$ cat config.mk
export PLATFORM = sky130hd
export DESIGN_NAME = data_mem_responder_flat
export DESIGN_NICKNAME = d
export VERILOG_FILES = /design/src/rtl/data_mem_responder_pkg.sv /design/src/rtl/data_mem_responder_if.sv /design/src/rtl/data_mem_responder_mem_lane_align.sv /design/src/rtl/data_mem_responder.sv /design/src/flat_wrapper.sv
export SDC_FILE = /design/constraint.sdc
export NUM_CORES = 1
export LEC_CHECK = 0
export CAP_MARGIN = 20
export CORE_MARGIN = 2
export CORE_UTILIZATION = 44
export DETAILED_ROUTE_END_ITERATION = 16
export PLACE_DENSITY = 0.81
export SLEW_MARGIN = 20
export SYNTH_ARGS = -nofsm -noshare
export SYNTH_HDL_FRONTEND = slang
export SYNTH_SLANG_ARGS = --single-unit
$ cat constraint.sdc
create_clock -name clk_in -period 3.2 [get_ports clk_in]
set_input_delay 0.32 -clock clk_in [delete_from_list [all_inputs] [get_ports clk_in]]
set_output_delay 0.32 -clock clk_in [all_outputs]
set_load 0.05 [all_outputs]
$ cat src/rtl/data_mem_responder_pkg.sv
// Shared types and helpers for the data-memory responder and its lane alignment logic.
package data_mem_responder_pkg;

  typedef enum logic [1:0] {
    BYTE  = 2'd0,
    WORD  = 2'd1,
    DWORD = 2'd2
  } mem_width_t;

  typedef enum logic [1:0] {
    IDLE,
    ISSUE,
    WAIT,
    DONE
  } resp_state_t;

  localparam int LANE_BITS = 8;

  // Byte enables for a right-justified access starting at byte lane lo.
  function automatic logic [3:0] byte_en(mem_width_t w, logic [1:0] lo);
    case (w)
      BYTE:    return 4'b0001 << lo;
      WORD:    return 4'b0011 << lo;
      DWORD:   return 4'hF;
      default: return 4'h0;
    endcase
  endfunction

endpackage

$ cat src/rtl/data_mem_responder_if.sv
// Initiator/responder memory bus between the CPU and the data-memory responder.
interface data_mem_responder_if;
  import data_mem_responder_pkg::*;

  logic        dispatch_read;
  logic        dispatch_write;
  logic [31:0] addr;
  mem_width_t  mem_width;
  logic [31:0] write_data;
  logic [31:0] read_data;
  logic        busy;

  modport master (
    output dispatch_read, dispatch_write, addr, mem_width, write_data,
    input  read_data, busy
  );

  modport slave (
    input  dispatch_read, dispatch_write, addr, mem_width, write_data,
    output read_data, busy
  );

endinterface

$ cat src/rtl/data_mem_responder_mem_lane_align.sv
// Combinational byte-lane steering: store replication/enables and load extraction.
module mem_lane_align
  import data_mem_responder_pkg::*;
(
  input  mem_width_t  wr_width,
  input  logic [1:0]  wr_lo,
  input  logic [31:0] wr_data,
  output logic [3:0]  wr_be,
  output logic [31:0] wr_din,
  input  mem_width_t  rd_width,
  input  logic [1:0]  rd_lo,
  input  logic [31:0] rd_dout,
  output logic [31:0] rd_data
);

  always_comb begin
    wr_be = byte_en(wr_width, wr_lo);
    case (wr_width)
      BYTE:    wr_din = {4{wr_data[7:0]}};
      WORD:    wr_din = {2{wr_data[15:0]}};
      default: wr_din = wr_data;
    endcase

    // Loads are zero-extended; sign extension is the CPU's job.
    case (rd_width)
      BYTE:    rd_data = (rd_dout >> (LANE_BITS * rd_lo)) & 32'h0000_00FF;
      WORD:    rd_data = (rd_dout >> (2 * LANE_BITS * rd_lo[1])) & 32'h0000_FFFF;
      default: rd_data = rd_dout;
    endcase
  end

endmodule

$ cat src/rtl/data_mem_responder.sv
// Responder end of the CPU data bus: services BYTE/WORD/DWORD accesses on a
// single-port BRAM with byte enables, flagging misaligned/out-of-range/protocol errors.
module data_mem_responder
  import data_mem_responder_pkg::*;
#(
  parameter logic [31:0] ADDR_BASE    = 32'h0000_0000,
  parameter int          DEPTH        = 4096,
  parameter int          READ_LATENCY = 2
)(
  input  logic                     clk_in,
  input  logic                     rst_in,
  data_mem_responder_if.slave      mem_bus,
  output logic [$clog2(DEPTH)-1:0] bram_addr,
  output logic [3:0]               bram_we,
  output logic [31:0]              bram_din,
  input  logic [31:0]              bram_dout,
  output logic                     err_o
);

  localparam int          AW     = $clog2(DEPTH);
  localparam logic [29:0] BASE_W = ADDR_BASE[31:2];

  resp_state_t state;
  mem_width_t  width_q;
  logic [1:0]  lo_q;
  logic        wr_q, ok_q, err_q;
  logic [1:0]  cnt;
  logic [31:0] read_data_q;

  logic        dispatch, busy_q, in_range, aligned, legal;
  logic [29:0] off_w;
  logic [3:0]  be_c;
  logic [31:0] din_c, rd_c;

  assign dispatch     = mem_bus.dispatch_read | mem_bus.dispatch_write;
  assign busy_q       = (state == ISSUE) || (state == WAIT);
  assign mem_bus.busy = dispatch | busy_q;
  assign mem_bus.read_data = read_data_q;

  // Word offset from the base; any bit above the BRAM index means out of range.
  assign off_w    = mem_bus.addr[31:2] - BASE_W;
  assign in_range = (mem_bus.addr >= ADDR_BASE) && ((off_w >> AW) == '0);

  always_comb begin
    case (mem_bus.mem_width)
      BYTE:    aligned = 1'b1;
      WORD:    aligned = ~mem_bus.addr[0];
      DWORD:   aligned = (mem_bus.addr[1:0] == 2'b00);
      default: aligned = 1'b0;
    endcase
  end

  assign legal = in_range & aligned;

  mem_lane_align u_align (
    .wr_width (mem_bus.mem_width),
    .wr_lo    (mem_bus.addr[1:0]),
    .wr_data  (mem_bus.write_data),
    .wr_be    (be_c),
    .wr_din   (din_c),
    .rd_width (width_q),
    .rd_lo    (lo_q),
    .rd_dout  (bram_dout),
    .rd_data  (rd_c)
  );

  always_ff @(posedge clk_in or posedge rst_in) begin
    if (rst_in) begin
      state       <= IDLE;
      width_q     <= BYTE;
      lo_q        <= '0;
      wr_q        <= 1'b0;
      ok_q        <= 1'b0;
      err_q       <= 1'b0;
      cnt         <= '0;
      read_data_q <= '0;
      bram_addr   <= '0;
      bram_we     <= '0;
      bram_din    <= '0;
      err_o       <= 1'b0;
    end else begin
      err_o   <= 1'b0;
      bram_we <= '0;
      case (state)
        // IDLE and DONE both accept a new dispatch, giving back-to-back issue.
        IDLE, DONE: begin
          if (dispatch) begin
            state   <= ISSUE;
            width_q <= mem_bus.mem_width;
            lo_q    <= mem_bus.addr[1:0];
            wr_q    <= mem_bus.dispatch_write;
            ok_q    <= legal;
            err_q   <= ~legal | (mem_bus.dispatch_read & mem_bus.dispatch_write);
            if (legal) bram_addr <= off_w[AW-1:0];
            if (legal && mem_bus.dispatch_write) begin
              bram_we  <= be_c;
              bram_din <= din_c;
            end
          end else begin
            state <= IDLE;
          end
        end
        // Errors also pass through ISSUE so their busy timing matches a write.
        ISSUE: begin
          if (ok_q && !wr_q) begin
            cnt   <= 2'(READ_LATENCY - 1);
            state <= WAIT;
          end else begin
            state <= DONE;
            err_o <= err_q;
            if (!wr_q) read_data_q <= '0;
          end
        end
        WAIT: begin
          if (cnt == 2'd0) begin
            read_data_q <= rd_c;
            state       <= DONE;
          end else begin
            cnt <= cnt - 2'd1;
          end
        end
        default: state <= IDLE;
      endcase
      if (busy_q && dispatch) err_o <= 1'b1;
    end
  end

endmodule

$ cat src/flat_wrapper.sv
// flat-port wrapper written by rule: the top's interface ports become plain ports
module data_mem_responder_flat import data_mem_responder_pkg::*;
#(
  parameter logic [31:0] ADDR_BASE    = 32'h0000_0000,
  parameter int          DEPTH        = 4096,
  parameter int          READ_LATENCY = 2
)
  (clk_in, rst_in, bram_addr, bram_we, bram_din, bram_dout, err_o, mem_bus_dispatch_read, mem_bus_dispatch_write, mem_bus_addr, mem_bus_mem_width, mem_bus_write_data, mem_bus_read_data, mem_bus_busy);
  data_mem_responder_if mem_bus_i ();
  input  logic clk_in;
  input  logic rst_in;
  output logic [$clog2(DEPTH)-1:0] bram_addr;
  output logic [3:0] bram_we;
  output logic [31:0] bram_din;
  input  logic [31:0] bram_dout;
  output logic err_o;
  input wire logic [$bits(mem_bus_i.dispatch_read)-1:0] mem_bus_dispatch_read;
  input wire logic [$bits(mem_bus_i.dispatch_write)-1:0] mem_bus_dispatch_write;
  input wire logic [$bits(mem_bus_i.addr)-1:0] mem_bus_addr;
  input wire logic [$bits(mem_bus_i.mem_width)-1:0] mem_bus_mem_width;
  input wire logic [$bits(mem_bus_i.write_data)-1:0] mem_bus_write_data;
  output wire logic [$bits(mem_bus_i.read_data)-1:0] mem_bus_read_data;
  output wire logic [$bits(mem_bus_i.busy)-1:0] mem_bus_busy;
  assign mem_bus_i.dispatch_read = mem_bus_dispatch_read;
  assign mem_bus_i.dispatch_write = mem_bus_dispatch_write;
  assign mem_bus_i.addr = mem_bus_addr;
  assign mem_bus_i.mem_width = mem_bus_mem_width;
  assign mem_bus_i.write_data = mem_bus_write_data;
  assign mem_bus_read_data = mem_bus_i.read_data;
  assign mem_bus_busy = mem_bus_i.busy;
  data_mem_responder #(.ADDR_BASE(ADDR_BASE), .DEPTH(DEPTH), .READ_LATENCY(READ_LATENCY)) u_core (.clk_in(clk_in), .rst_in(rst_in), .mem_bus(mem_bus_i), .bram_addr(bram_addr), .bram_we(bram_we), .bram_din(bram_din), .bram_dout(bram_dout), .err_o(err_o));
endmodule
* After elaboration in Yosys (flattened, before gate mapping)
Cells that the tools add are included. Widths: inputs -> output; s select.
Storage, ports and cells: register bits after elaboration 92, input port bits 102, output and inout bits 82, logic and storage cells 76
Operators by class: add/sub/neg operators 1, $lt $le $gt $ge 1, equal/unequal tests 11, shift-type cells 4, muxes and demuxes 21, bitwise logic cells 7, reduce and logical (&&, ||, !) cells 19
Operator list (count):
- $pmux 32 s2 | 3
- $mux 32 | 3
- $ge 32x1->1 const B | 1
- $shr 32x5->16 | 1
- $shr 32x5->8 | 1
- $logic_not 30->1 | 1
- $mux 4 | 3
- $pmux 4 s3 | 1
- $logic_not 2->1 | 5
- $ne 2x2->1 const B | 5
- $reduce_and 3->1 | 3
- $eq 2x1->1 const B | 3
- $eq 2x2->1 const B | 3
- $mux 2 | 3
- $pmux 2 s3 | 1
- $mux 1 | 5
- $logic_and 1x1->1 | 4
- $pmux 2 s2 | 1
- $reduce_and 4->1 | 1
- $shl 1x2->4 const A | 1
- $shl 2x2->4 const A | 1
- $or 1x1->1 | 3
- $pmux 1 s3 | 1
- $and 1x1->1 | 2
- other kinds (7) | 8

* Logic depth before layout (Yosys ltp)
word-level depth 7, depth in mapped cells 9, depth with buffers taken out 6

* Modules after synthesis
A second synthesis with hierarchy kept.
Second synthesis, totals: cell total of the unflattened synthesis 439, area, all modules 4787.1 µm²
By module, submodules not included:
- data_mem_responder | times used 1, cells an instance 309, area each 3812.4 µm², seq. area each 2302.2 µm²
- mem_lane_align | times used 1, cells an instance 130, area each 974.7 µm², seq. area each 0.0 µm²

* Worst setup path before layout
No wires, ideal clock.
path type reg2reg, start point register u_core.state[0], end point register u_core.bram_addr[0], library setup time 125 ps, arrival 1913 ps, data required time 3075 ps, setup slack 1162 ps, stages on the path, launching flop included 8, path buffers 2, period minus slack after synthesis 2038 ps, cells stage by stage dfrtp_1 -> inv_1 -> ha_1 -> clkbuf_1 -> o21ai_1 -> nor4_4 -> buf_4 -> mux2_2
Between the ends: cells in the longest elaborated chain, start to end 3, elaborated cells between the ends (all ways) 4, those cells by class eq/ne: 1; reduce/logical: 3
RTL lines:
- from (decl) | RTL line data_mem_responder.sv:23 | resp_state_t state;
- from (signal assigned) | RTL line data_mem_responder.sv:69 | state <= IDLE;
- from (signal assigned) | RTL line data_mem_responder.sv:88 | state <= ISSUE;
- from (signal assigned) | RTL line data_mem_responder.sv:100 | state <= IDLE;
- $eq 2x2->1 / $logic_not 2->1 (equally long branches) | RTL line data_mem_responder.sv:84 | case (state)
- $reduce_or 2->1 * | RTL line data_mem_responder.sv:84
- $reduce_and 3->1 (no line) *
- to (signal assigned) | RTL line data_mem_responder.sv:94 | if (legal) bram_addr <= off_w[AW-1:0];
- to (decl) | RTL line data_mem_responder.sv:13 | output logic [$clog2(DEPTH)-1:0] bram_addr,
Every way passes the cells marked *; elsewhere a longest branch is shown, timed or not. A chain may end at the register's enable or synchronous reset.

* Worst setup path after layout
start point register u_core.state[0], end point output mem_bus_busy
Between the ends: cells in the longest elaborated chain, start to end 3, elaborated cells between the ends (all ways) 4, those cells by class eq/ne: 2; bitwise: 1; reduce/logical: 1
RTL lines:
- $eq 2x1->1 / $eq 2x2->1 (equally long branches) | RTL line data_mem_responder.sv:36 | assign busy_q = (state == ISSUE) || (state == WAIT);
- $logic_or 1x1->1 * | RTL line data_mem_responder.sv:36
- $or 1x1->1 * | RTL line data_mem_responder.sv:37 | assign mem_bus.busy = dispatch | busy_q;
- to (decl) | RTL line flat_wrapper.sv:23 | output wire logic [$bits(mem_bus_i.busy)-1:0] mem_bus_busy;
Marked as above.

==> results summary <==
The net count of the finished layout came out at 685. The critical path is of the reg2out type. Routability-driven placement finished with a final weighted congestion of 0.8908.

After clock tree synthesis, the clock-pin slew on the worst setup and hold paths is 0.09 ns. The number of resized instances in the post-cts repair step came out at 0. The data required time of the worst path came out at 2.88 ns. The count of fill cells added during filler insertion is 808. The worst path in the final design needs a cycle of approximately 2.4 ns, including I/O delays and setup. The fraction of layout instances using a drive strength above 1 came out at 0.1607.

The die span in y is approximately 110 um. The cell sitting at the root of the clock tree is a clkbuf_8. The sort of element at the end of the critical path is an output port. The number of global-route vias before repair came out at 4,054.

The number of design-rule violations left by the first detailed-router iteration is 98. The post-route antenna net violation count is 0. Of the post-synthesis cell area, the dominant cell type holds 0.5037. The static leakage power is 2.914 nW. The flow ran to the end, and the final reports show no timing, DRC or antenna violations. The number of diodes added for antenna fixing is 0.

The clock sink count is about 90. The starting density of the core came out at 0.4488. dfrtp_1 is the most common cell in the netlist.

The number of setup buffers added after CTS came out at 0. The region available for standard cell placement spans 10,180 um^2. The die outline width came out at 105.9 um.

The detailed-router iteration count before antenna repair came out at 4. The xor and xnor area share after synthesis is 0.001916. The boundary pin count came out at 184. Among all flip-flop cells after synthesis, the most frequent one is dfrtp_1. The power density over the cells came out at 630.9 nW/um^2. The area taken by multi-input logic gates came out at 2113 um^2. The total power consumption of the routed design came out at about 4.2 mW. After synthesis, the most frequently instantiated cells are 92 x dfrtp_1, 59 x nand2_1, 49 x o21ai_0.

The final number of hold-violating endpoints came out at 0. The routed length per placed instance came out at 16.74 um. The netlist area before placement is 4571 um^2. After technology mapping, the gate count stands at between 400 and 500.

The number of slew-limit violations in the final report came out at 0. The total global-route track usage is 0.2218. TritonCTS built the clock tree. Summed over all layers, the global routing overflow is 0. The detailed-route via count came out at 3,729. The max-cap violation count is 0. The first global-routing pass estimated about 20,000 um of wire. The worst setup path is launched from a flop. Of the post-synthesis cell area, the part taken by muxes is 0.2119. The dominant combinational cell family by area after synthesis is multiplexers. The number of placement rows came out at 37. The sequential fraction of the synthesis area is 0.5037.

The quantity of hold-fixing buffers added after cts is 0. Of the total synthesized cell area, the portion taken by AND, OR, NAND and NOR gates is 0.1090. Using the TritonRoute via totals, the vias-per-cell ratio works out to 5.172. The synthesized-area fraction occupied by adder cells came out at 0.008212. The data arrival time of the worst path is 2.08 ns. The share of synthesized flip-flops with an asynchronous set or reset is 1.000. The compound-cell area share of the yosys netlist is 0.1314. The number of nets in the synthesized netlist came out at around 500. The number of buffers created by CTS came out at 9. Entering global routing, the biggest net connects 61 pins. The per-instance average area after synthesis came out at between 10 and 15 um^2. The floorplan step defined a die boundary enclosing 11,220 um^2. The slew at the pin closest to its max-slew limit came out at 0.7444 ns. The yosys synthesis warning count came out at 0. In this run the number of H-tree levels came out at 3. The largest buffer count on any clock path came out at 2. The clock skew after layout is 0.01309 ns. For this block, the routed nets add up to 12,070 um of wire. The maximum vdd drop came out at 0.4642 mV. The quantity of I/O buffers inserted on ports is approximately 180. In this run the worst hold path is classified as in2async. Relative to the synthesized area, the layout overhead comes to 46.32%. The final setup TNS came out at 0 ns. The area used by sequential logic in the layout came out at 2302 um^2. In the post-synthesis netlist, the biggest area contributors are dfrtp_1 50%, mux2_4 9.9%, mux2_2 9.4%, o21ai_0 5.4%, nand2_1 4.8%. The largest total area in the synthesized netlist belongs to dfrtp_1. The latest clock arrival within the worst-skew pair is 0.35 ns. The headroom to the max-slew limit is 0.5004. The count of final setup violators came out at 0.

The initial antenna violation count is 0. The post-route fraction of the period consumed by the critical path came out at 0.7515. The total half-perimeter wirelength after legalization and detailed placement is 9133 um. Setup repair after global routing left no endpoint under its margin. In this run the worst path has a maximum fanout of 8. The number of enable-type register cells in the synthesized netlist is 0. For this run, design rule violations remaining after detail routing come to 0.

The fmax is 415.8 MHz. In this run, distinct cell masters in the synthesized netlist total 34. The number of register bits inferred by synthesis is just over 90.
[power by group]
part           internal, mW  switching (mW)
sequential             1.37           0.196
clock                 0.306           0.404
combinational         0.718            1.23
total                  2.39            1.83
[per-stage QoR]
stage          hold slack [ns]  std cells  instance area [um^2]    util  worst slack (ns)
2_1_floorplan           0.4550        404                  4571       -            0.4880
3_3_place_gp            0.4610        705                  6510  0.6392            0.7215
3_5_place_dp            0.4707        705                  6510  0.6392            0.6868
4_1_cts                 0.4896        721                  6686  0.6565            0.7611
5_1_grt                 0.4905        721                  6688  0.6566            0.6775
6_report                0.4543        721                  6688  0.6566            0.7951
[cell type report]
cell class / count / area share
clock buffers: 11 / 0.02114
multi-input cells: 280 / 0.3160
inverters: 7 / 0.004303
repair buffers: 190 / 0.2836
flip-flops and latches: 92 / 0.3442
clock inverters: 5 / 0.005239
well taps: 136 / 0.02544
[registers in the layout, summed over array words and instances (netlist names)]
signal / flops
u_core.bram_addr: 12
u_core.bram_din: 32
u_core.bram_we: 4
u_core.cnt: 2
u_core.err_o: 1
u_core.err_q: 1
u_core.lo_q: 2
u_core.mem_bus.read_data: 32
u_core.ok_q: 1
u_core.state: 2
u_core.width_q: 2
u_core.wr_q: 1
[path summary, 6_finish.rpt]
path                                         startpoint                            to  slack, ns  depth (start not counted)
max                                     u_core.state[0]                  mem_bus_busy       0.80                          4
min reg2reg                u_core.mem_bus.read_data[14]  u_core.mem_bus.read_data[14]       0.49                          2
max in group asynchronous                        rst_in  u_core.mem_bus.read_data[23]       2.01                          3
max reg2reg                             u_core.state[1]          u_core.bram_addr[11]       1.11                          5
min in group clk_in        u_core.mem_bus.read_data[14]  u_core.mem_bus.read_data[14]       0.49                          2
min                                              rst_in           u_core.bram_addr[5]       0.45                          2
[cells by family after synthesis]
group           Yosys count
xor+xnor                  1
flops                    92
simple gates            101
fa+ha+maj                 3
compound gates           98
mux                      77
buf+inv                  32
[layout by cell type, fill, tap and decap left out, types with 2 or more instances in the layout]
master,n
a211o_1,4
a21o_1,11
a21oi_1,9
a22oi_1,13
a32oi_1,5
buf_4,6
clkbuf_8,10
clkdlybuf4s50_1,183
clkinv_2,2
dfrtp_1,92
ha_1,3
inv_1,6
mux2_2,38
mux2_4,30
mux2i_1,9
nand2_1,59
nand2b_1,5
nand3_1,3
nor2_1,7
nor2b_1,12
nor4_1,5
nor4_4,2
o21a_1,4
o21ai_0,49
or3_1,4
[critical path, cell delays in order (launching register included)]
cell,delay (ns)
dfrtp_1,0.38
inv_1,0.05
ha_1,0.38
nand2_1,0.12
clkdlybuf4s50_1,0.80
[routing by layer]
metal  vias up  GRT usage  share of wire
met3        14    0.06683          0.081
met2       159     0.3668           0.48
met5         -          0              0
li1       1786          -              -
met1      1770     0.2805           0.42
met4         0    0.07049          0.015
Power figures use the tool's default switching activity.
